$ cat src/rtl/alu_issue_ctrl.sv
// Issue/writeback sequencer for the ALU: owns an 8x16 register file, steps each word IDLE -> ISSUE -> WB.
// Optional performance counters are enabled with `define ALU_ISSUE_PERF_EN.
module alu_issue_ctrl #(
  parameter int ALU_LAT = 1,
  parameter int NREGS   = 8
) (
  input  logic        clk,
  input  logic        rst_n,
  input  logic        instr_valid,
  output logic        instr_ready,
  input  logic [15:0] instr,
  output logic [1:0]  alu_cond,
  output logic [3:0]  alu_op,
  output logic [15:0] alu_reg1,
  output logic [15:0] alu_reg2,
  output logic [6:0]  alu_ld_sh,
  input  logic [15:0] alu_result,
  input  logic        alu_cond_ok,
  output logic        wb_valid,
  output logic [2:0]  wb_addr,
  output logic [15:0] wb_data,
  input  logic [2:0]  dbg_addr,
  output logic [15:0] dbg_data,
  output logic        halted
`ifdef ALU_ISSUE_PERF_EN
  ,
  output logic [15:0] perf_issued,
  output logic [15:0] perf_skipped
`endif
);

  localparam int CNT_W = (ALU_LAT > 1) ? $clog2(ALU_LAT) : 1;

  typedef enum logic [1:0] {S_IDLE, S_ISSUE, S_WB, S_HALT} state_t;

  state_t             state_q, state_d;
  logic [CNT_W-1:0]   cnt_q, cnt_d;
  logic [1:0]         alu_cond_q;
  logic [3:0]         alu_op_q;
  logic [15:0]        alu_reg1_q, alu_reg2_q;
  logic [6:0]         alu_ld_sh_q;
  logic [2:0]         rd_q;
  logic               wb_valid_q;
  logic [2:0]         wb_addr_q;
  logic [15:0]        wb_data_q;
  logic [15:0]        regs_q [NREGS];
  logic               accept;
  logic               wb_fire;

  assign instr_ready = rst_n && (state_q == S_IDLE);
  assign accept      = instr_valid && instr_ready;
  // Ops 0000..1010 are the only ones that produce a register result.
  assign wb_fire     = (state_q == S_WB) && alu_cond_ok && (alu_op_q <= 4'd10);

  always_comb begin
    state_d = state_q;
    cnt_d   = cnt_q;
    case (state_q)
      S_IDLE: begin
        if (accept) begin
          state_d = S_ISSUE;
          cnt_d   = CNT_W'(ALU_LAT - 1);
        end
      end
      S_ISSUE: begin
        if (cnt_q == '0) state_d = S_WB;
        else             cnt_d   = cnt_q - 1'b1;
      end
      S_WB:    state_d = (alu_op_q == 4'hF) ? S_HALT : S_IDLE;
      default: state_d = S_HALT;
    endcase
  end

  always_ff @(posedge clk) begin
    if (!rst_n) begin
      state_q     <= S_IDLE;
      cnt_q       <= '0;
      alu_cond_q  <= '0;
      alu_op_q    <= '0;
      alu_reg1_q  <= '0;
      alu_reg2_q  <= '0;
      alu_ld_sh_q <= '0;
      rd_q        <= '0;
      wb_valid_q  <= 1'b0;
      wb_addr_q   <= '0;
      wb_data_q   <= '0;
    end else begin
      state_q    <= state_d;
      cnt_q      <= cnt_d;
      wb_valid_q <= wb_fire;
      if (accept) begin
        alu_cond_q  <= instr[15:14];
        alu_op_q    <= instr[13:10];
        rd_q        <= instr[9:7];
        alu_ld_sh_q <= instr[6:0];
        alu_reg1_q  <= regs_q[instr[9:7]];
        alu_reg2_q  <= regs_q[instr[6:4]];
      end
      if (wb_fire) begin
        wb_addr_q <= rd_q;
        wb_data_q <= alu_result;
      end
    end
  end

  // Registers must clear on reset, so the file is built from flops rather than RAM.
  generate
    for (genvar gi = 0; gi < NREGS; gi++) begin : g_reg
      always_ff @(posedge clk) begin
        if (!rst_n)                              regs_q[gi] <= '0;
        else if (wb_fire && (rd_q == 3'(gi)))    regs_q[gi] <= alu_result;
      end
    end
  endgenerate

`ifdef ALU_ISSUE_PERF_EN
  logic [15:0] perf_issued_q, perf_skipped_q;

  // No accept or WB can occur in HALT, so both counters freeze there naturally.
  always_ff @(posedge clk) begin
    if (!rst_n) begin
      perf_issued_q  <= '0;
      perf_skipped_q <= '0;
    end else begin
      if (accept)                           perf_issued_q  <= perf_issued_q + 16'd1;
      if ((state_q == S_WB) && !alu_cond_ok) perf_skipped_q <= perf_skipped_q + 16'd1;
    end
  end

  assign perf_issued  = perf_issued_q;
  assign perf_skipped = perf_skipped_q;
`endif

  assign alu_cond  = alu_cond_q;
  assign alu_op    = alu_op_q;
  assign alu_reg1  = alu_reg1_q;
  assign alu_reg2  = alu_reg2_q;
  assign alu_ld_sh = alu_ld_sh_q;
  assign wb_valid  = wb_valid_q;
  assign wb_addr   = wb_addr_q;
  assign wb_data   = wb_data_q;
  assign dbg_data  = regs_q[dbg_addr];
  assign halted    = (state_q == S_HALT);

endmodule

$ cat config.mk
export PLATFORM = sky130hd
export DESIGN_NAME = alu_issue_ctrl
export DESIGN_NICKNAME = d
export VERILOG_FILES = /design/src/rtl/alu_issue_ctrl.sv
export SDC_FILE = /design/constraint.sdc
export NUM_CORES = 1
export LEC_CHECK = 0
export BUFFER_PORTS_ARGS = -buffer_cell sky130_fd_sc_hd__buf_2
export CORE_ASPECT_RATIO = 1.4
export CORE_MARGIN = 2
export CORE_UTILIZATION = 55
export DETAILED_ROUTE_END_ITERATION = 8
export HOLD_SLACK_MARGIN = 0.12
export PLACE_DENSITY_LB_ADDON = 0.08
export SYNTH_ARGS = -nofsm -noshare
export SYNTH_HDL_FRONTEND = slang
export SYNTH_SLANG_ARGS = --single-unit
$ cat constraint.sdc
create_clock -name clk -period 4.9 [get_ports clk]
set_clock_uncertainty 0.05 [all_clocks]
set_input_delay 0.98 -clock clk [delete_from_list [all_inputs] [get_ports clk]]
set_output_delay 0.98 -clock clk [all_outputs]
set_load 0.02 [all_outputs]
### Word-level counts from Yosys, hierarchy flattened

Memories as Yosys holds them, arrays and structs flattened. A register that Yosys moved wholly into a read port is not among the register bits.
Cells that the tools add are included.

* add/sub/neg operators: 1
* magnitude comparators: 1
* equal/unequal tests: 13
* muxes and demuxes: 40
* bitwise operators: 8
* reduce and logical (&&, ||, !) cells: 19

Operators with widths (number)
* two-way mux 16 bit: 8
* two-way mux 1 bit: 27
* equality test 3 bit, second input constant: 4
* logical AND 1 bit: 12
* OR 1 bit: 8
* equality test 3 x 2 -> 1 bit, second input constant: 2
* two-way mux 2 bit: 3
* one-hot mux 2 bit (3 select lines): 1
* equality test 2 bit, second input constant: 2
* equality test 4 bit, second input constant: 1
* <= comparator 4 bit, second input constant: 1
* != test 2 bit, second input constant: 2
* AND reduction 2 bit: 2
* equality test 3 x 1 -> 1 bit, second input constant: 1
* zero test 3 bit: 1
* equality test 2 x 1 -> 1 bit, second input constant: 1
* zero test 1 bit: 2
* zero test 2 bit: 1
* one-hot mux 1 bit (2 select lines): 1
* nonzero test 2 bit: 1
* subtractor 1 bit, second input constant: 1

* register bits after elaboration: 39
* RAM bits: 128
* input port bits: 39
* output and inout bits: 83
* logic and storage cells: 92
* memories kept: 1

Memory list
* regs_q: words 8, width 16, read ports 3, clocked after Yosys merged registers in 2, wr ports 8, line 46 `logic [15:0] regs_q [NREGS];`

### Logic depth before layout (Yosys ltp)

Gate-level depths: netlist of the first run.

* depth in word-level cells: 8
* depth in mapped cells: 7
* depth with buffers taken out: 4

### Least setup slack after synthesis of the first run

OpenSTA, ideal clock, no wires.

* path kind: in2reg
* start point: in alu_cond_ok
* end point: mem regs_q[0][0], enable pin
* setup time: 435 ps
* arrival time: 3512 ps
* required time: 4415 ps
* slack: 903 ps
* cell stages on the path: 5
* buffers on the path: 2
* cells stage by stage: nand3b_1 -> or3_1 -> buf_4 -> buf_1 -> o41ai_1

RTL lines
* start, declared: line 18 `input logic alu_cond_ok,`
* end, declared: line 46

### Final worst setup path of the first run

* start point: in dbg_addr[0]
* end point: out dbg_data[10]

* word-level cells in the longest chain between the ends: 1

RTL lines
* start, declared: line 22 `input logic [2:0] dbg_addr,`
* memory read (8 x 16 bit)
* end, declared: line 23 `output logic [15:0] dbg_data,`

Every way passes these cells.

==> results of run 1 <==
==> cell usage in the layout (no fill, tap or decap), types with 32 or more instances in the layout <==
master / n
mux4_2: 32
a21oi_1: 33
mux2_2: 80
edfxtp_1: 128
mux2i_1: 66
and2_1: 114
buf_2: 121
nand2_1: 69
a221o_1: 32
o21ai_0: 46
o22ai_1: 32
dfxtp_1: 70
==> final cells by class <==
cell class / instances / share of cell area (%)
clock inverter: 11 / 0.9883
sequential: 198 / 44.55
inverter: 1 / 0.03188
clock buffer: 21 / 4.102
multi-input combinational: 582 / 41.30
tap: 244 / 2.593
timing repair buffer: 138 / 6.440
==> metrics by stage <==
step                cell area [um^2]  power [mW]
floorplan                      10420       2.284
global placement               11170       2.458
detailed placement             11170       2.479
CTS                            11770       3.884
global route                   11770       3.989
finish                         11770       3.875
==> worst paths after layout <==
kind                  end  cells after the start   startpoint
max          dbg_data[10]                      5  dbg_addr[0]
min           wb_data[11]                      2  wb_data[11]
max reg2reg  regs_q[1][8]                      5   state_q[0]
min reg2reg   wb_data[11]                      2  wb_data[11]
==> worst max-delay path, delay by kind of cell <==
family   cells  cell delay (ns)
buf+inv      3             0.92
mux          2             0.83
==> logic make-up (layout without fill, tap and decap cells) <==
family	Yosys count	count (layout)	synth area share (%)
and+or+nand+nor	232	232	13.46
muxes	178	178	21.90
AOI/OAI and AO/OA	172	172	10.86
buffers and inverters	68	171	3.446
DFF	198	198	50.34
==> power by group through the flow <==
stage / Sequential [mW] / Clock (mW) / Combinational, mW
detailed placement: 1.94 / 0 / 0.537
global placement: 1.94 / 0 / 0.523
floorplan: 1.97 / 0 / 0.316
finish: 1.91 / 1.42 / 0.543
CTS: 1.91 / 1.44 / 0.541
global route: 1.92 / 1.50 / 0.575
==> flip-flops by register name, indices dropped and copies added, names as in the netlist <==
name,cells
alu_cond,2
alu_ld_sh,7
alu_op,4
alu_reg1,16
alu_reg2,16
rd_q,3
regs_q,128
state_q,2
wb_addr,3
wb_data,16
wb_valid,1
==> routing by layer <==
layer,track usage (%),up-vias,share of wire [%]
li1,-,3362,-
met1,38.89,3772,39
met2,49.26,434,49
met3,5.377,90,8.7
met4,14.31,0,4.1
met5,0,-,0
==> reports/metrics.yaml, run 1 <==
status: "finished clean"
antenna_found_initial: 0
synth_top_cell_by_area: "edfxtp_1"
worst-r2r-setup-slack_ns: 2.03
fillers: 1547
critPathLaunchType: "input port"
hold_buffers: 0
io_pins: 122
fp.dieH_um: 166.9
intPower_mw: 2.878
swShare_pct: 25.73
finalHoldViolCount: 0
drt-vias-per-instance: 6.408
period_share_pct: 77.37
synth_edf_count: 128
cts_buffers: 17
synthFlopType: "edfxtp_1"
diodes: 0
clk_transition_reported_paths_ns: 0.07
netlist.area_leader.share_pct: 36.89
seq_area_mm2: 0.005245
pwr-share-clk_pct: 36.7
cts_buffer_depth: 2
grt_use_total_pct: 30.15
p_leak_nw: 4.697
overflow: 0
synth_area_mm2: 0.01042
grt_pass1_wl_mm: 44.78
synthTopCellsByArea: "edfxtp_1 37%, dfxtp_1 13%, mux2_2 8.6%, mux4_2 6.9%, and2_1 6.9%"
fp-row-count: 59
dieArea_mm2: 0.02008
drc: 0
cpMostUsedCell: "buf_2"
tightest_slew_ns: 1.324
power_density_mw_per_mm2: 329.1
syn_nets: 887
avgSynthCellArea_um2: 12.29
max_freq_ghz: 0.2638
cts_setup_buffers: 0
ys_seq_elements: 198
dpl.hpwl_mm: 18.96
rsz0062_at_grt: "no"
max-vdd-ir-drop_mv: 0.1976
ant_nets: 0
cp_cell_sequence: "buf_2 > buf_12 > mux4_2 > mux2_2 > buf_2"
p_sw_mw: 0.9970
synthArstFlopShare_pct: 0
die_x_um: 120.3
setup_viol: 0
cpMaxStageDelayCell: "mux4_2"
synth_cell_types: 36
worstPathRequired_ns: 3.87
end_kind: "output pin"
slew_headroom_pct: 11.54
synthMostInstantiatedCell: "edfxtp_1"
placed_cells: 1163
synth_common_cells: "128 x edfxtp_1, 115 x and2_1, 80 x mux2_2"
clkLatencyLatePin_ns: 0.43
finalCriticalPeriod_ns: 3.791
cap_violations: 0
synth_warnings: 0
h-tree-depth: 4
slowest_delay_ns: 0.52
grt_start_max_net_pins: 63
finalWirelength_mm: 30.07
synth_seq_area_share_pct: 50.34
vias: 7658
critPathKind: "in -> out"
gp_congestion: 0.8548
grt_pass1_vias: 7728
io_buffer_count: 121
setup_tns_ns: 0
finalMaxSlewViolations: 0
critPathMaxFanout: 18
hold_ws_ns: 0.4119
arrival_ns: 2.76
seqPwrFrac_pct: 49.3
fin_util_pct: 63.29
drt_iter0_markers: 826
wl_per_cell_um: 25.16
setup_slack_ns: 1.109
coreArea_mm2: 0.01860
p_comb_share_pct: 14.0
numClockSinks: 198
drt_pass1_iterations: 5
cts_tree: "built"
multiInputGateArea_mm2: 0.004862
initial_core_util_pct: 56.01
drive_gt1_share_pct: 33.33
pre_cts_ws_ns: 1.089
stdcell_count: 1195
area_growth_pct: 12.99
cts_root_buf: "clkbuf_16"
post_cts_resized: 0
syn_inst: 848
hold_class: "reg -> reg"
nets: 977
No activity file was read; power rests on OpenSTA's default activity.
==> run 2: changes to the inputs <==
- ABC_AREA: not set -> 1
- clock period: 4.9 -> 3.5 ns (I/O delays scaled with it)
==> reports/metrics.yaml, run 2 <==
status: "finished clean"
cts_tree: "built"
finalHoldViolCount: 0  # unchanged
grt_use_met1_pct: 45.33  # +6.4 points
finalCriticalPeriod_ns: 2.792
grt_pass1_vias: 9693  # +25%
dpl.hpwl_mm: 22.45  # +18%
critPathLaunchType: "input port"
final_cell_mix: "488 x nand2_1, 198 x inv_1, 192 x nand3_1"
netlist.area_leader.share_pct: 34.59  # -2.3 points
io_pins: 122  # unchanged
end_kind: "output pin"
stdcell_count: 1883  # +58%
critPathMaxFanout: 64  # +46
drive_gt1_share_pct: 12.20  # -21 points
tightest_slew_ns: 0.7895  # -0.5346 ns
use_met2_pct: 51.06  # +1.8 points
rsz0062_at_grt: "no"
cts_setup_buffers: 0  # unchanged
wl_per_cell_um: 18.22  # -28%
die_x_um: 124.1  # +3.2%
cts_buffer_depth: 2  # unchanged
grt_use_total_pct: 33.20  # +3.1 points
max-vdd-ir-drop_mv: 0.3606  # +82%
clk_transition_reported_paths_ns: 0.07  # about the same
power_density_mw_per_mm2: 435.4  # +32%
slew_headroom_pct: 47.36  # +36 points
synthArstFlopShare_pct: 0  # unchanged
antenna_found_initial: 0  # unchanged
initial_core_util_pct: 56.00  # about the same
drt-vias-per-instance: 5.571  # -13%
critPathKind: "in -> out"
setup_slack_ns: 0.7080  # -0.4011 ns
post_cts_resized: 0  # unchanged
use_met3_pct: 5.508  # +0.13 points
overflow: 0  # unchanged
synthTopCellsByArea: "edfxtp_1 35%, nand2_1 16%, dfxtp_1 13%, nand3_1 8.7%, inv_1 6.7%"
syn_inst: 1546  # +82%
numClockSinks: 198  # unchanged
avgSynthCellArea_um2: 7.188  # -42%
worstPathRequired_ns: 2.75  # -1.12 ns
syn_nets: 1585  # +79%
period_share_pct: 79.77
dieArea_mm2: 0.02137  # +6.4%
synth_seq_area_share_pct: 47.20  # -3.1 points
finalMaxSlewViolations: 0  # unchanged
fp-row-count: 61  # +3.4%
synthFlopType: "edfxtp_1"
vias: 10490  # +37%
h-tree-depth: 4  # unchanged
top_register: "regs_q"
hold_class: "in -> reg"
placed_cells: 1851  # +59%
finalWirelength_mm: 34.32  # +14%
p_leak_nw: 6.230  # +33%
gr-max-usage-layer: "met2"
nets: 1657  # +70%
grt_pass1_wl_mm: 52.95  # +18%
fillers: 1880  # +22%
drc: 0  # unchanged
synth_cell_types: 24  # -33%
synth_warnings: 0  # unchanged
drt_pass1_iterations: 8  # +3
drt_iter0_markers: 1405  # +70%
largest_reg_flops: 128  # unchanged
clkLatencyLatePin_ns: 0.45  # +0.02 ns
cap_violations: 0  # unchanged
io_buffer_count: 121  # unchanged
coreArea_mm2: 0.01984  # +6.7%
final_common_cell: "nand2_1"
cts_buffers: 17  # unchanged
synth_common_cells: "488 x nand2_1, 198 x inv_1, 193 x nand3_1"
diodes: 0  # unchanged
area_growth_pct: 10.88
ant_nets: 0  # unchanged
fp.dieH_um: 172.2  # +3.2%
hold_buffers: 0  # unchanged
arrival_ns: 2.04  # -0.72 ns
cts_root_buf: "clkbuf_16"
synth_area_mm2: 0.01111  # +6.6%
setup_tns_ns: 0  # unchanged
ys_seq_elements: 198  # unchanged
pre_cts_ws_ns: 0.7409  # -0.3481 ns
grt_start_max_net_pins: 66  # +4.8%
gp_congestion: 0.9299  # +8.8%
max_freq_ghz: 0.3582
synth_top_cell_by_area: "edfxtp_1"
synth_edf_count: 128  # unchanged
setup_viol: 0  # unchanged
synthMostInstantiatedCell: "nand2_1"
## run 2: cell types whose count changed after synthesis, moves of 31 or more
cell	change
nand2_1	+419
inv_1	+197
nand3_1	+193
nor2_1	+173
and2_1	-115
mux2_2	-80
mux2i_1	-66
o21ai_0	+49
a221o_1	-32
mux4_2	-32
o22ai_1	-32
a21oi_1	+31
## run 2: cell families after synthesis
group | after synthesis | share of synthesized area [%]
buffers and inverters | 296 | 11.18
and+or+nand+nor | 874 | 33.22
AOI/OAI and AO/OA | 178 | 8.400
DFF | 198 | 47.20
## run 2: critical path, stage by stage
cell,delay [ns]
buf_2,0.09
buf_4,0.49
a21oi_1,0.15
o21ai_0,0.11
nand2_1,0.08
o21a_1,0.21
buf_2,0.17
## run 2: area by class of cell
cell class              count  area [um^2]  area share, %
clock buffers              20        457.9          3.717
flip-flops and latches    198         5245          42.57
well taps                 252        315.3          2.559
inverters                 200        750.7          6.093
multi-input cells        1052         4629          37.57
clock inverters            12        93.84         0.7617
repair buffers            149        828.3          6.723
## run 2: routing by layer
metal  share of wire [%]  vias up  wire, um
met2                  46      612     15700
met3                 9.8      106      3350
met5                   0        -         0
met1                  41     4744     13930
li1                    -     5028         -
met4                 3.9        0      1332
## run 2: final timing paths
| path | from | end | slack [ns] | cells after the start |
|---|---|---|---|---|
| max reg2reg | state_q[1] | regs_q[3][11] | 1.50 | 7 |
| min reg2reg | alu_ld_sh[3] | alu_ld_sh[3] | 0.41 | 2 |
| min | instr[10] | alu_op[0] | 0.40 | 3 |
| max | dbg_addr[0] | dbg_data[12] | 0.71 | 7 |
## run 2: power breakdown
part | internal (mW) | total [mW] | switching, mW
registers | 2.58 | 2.64 | 0.0599
clock network | 0.964 | 1.87 | 0.905
logic | 0.249 | 0.855 | 0.606
total | 3.79 | 5.36 | 1.57
## run 2: per-stage QoR
step                      power [mW]  hold WS (ns)  area, um^2  utilization (%)
after detailed placement       3.531        0.4079       11770            59.31
after global placement         3.525        0.4005       11770            59.31
after CTS                      5.355        0.3882       12320            62.09
after global routing           5.541        0.3971       12320            62.09
final                          5.365        0.3986       12320            62.09
after floorplan                3.251        0.4476       11110                -
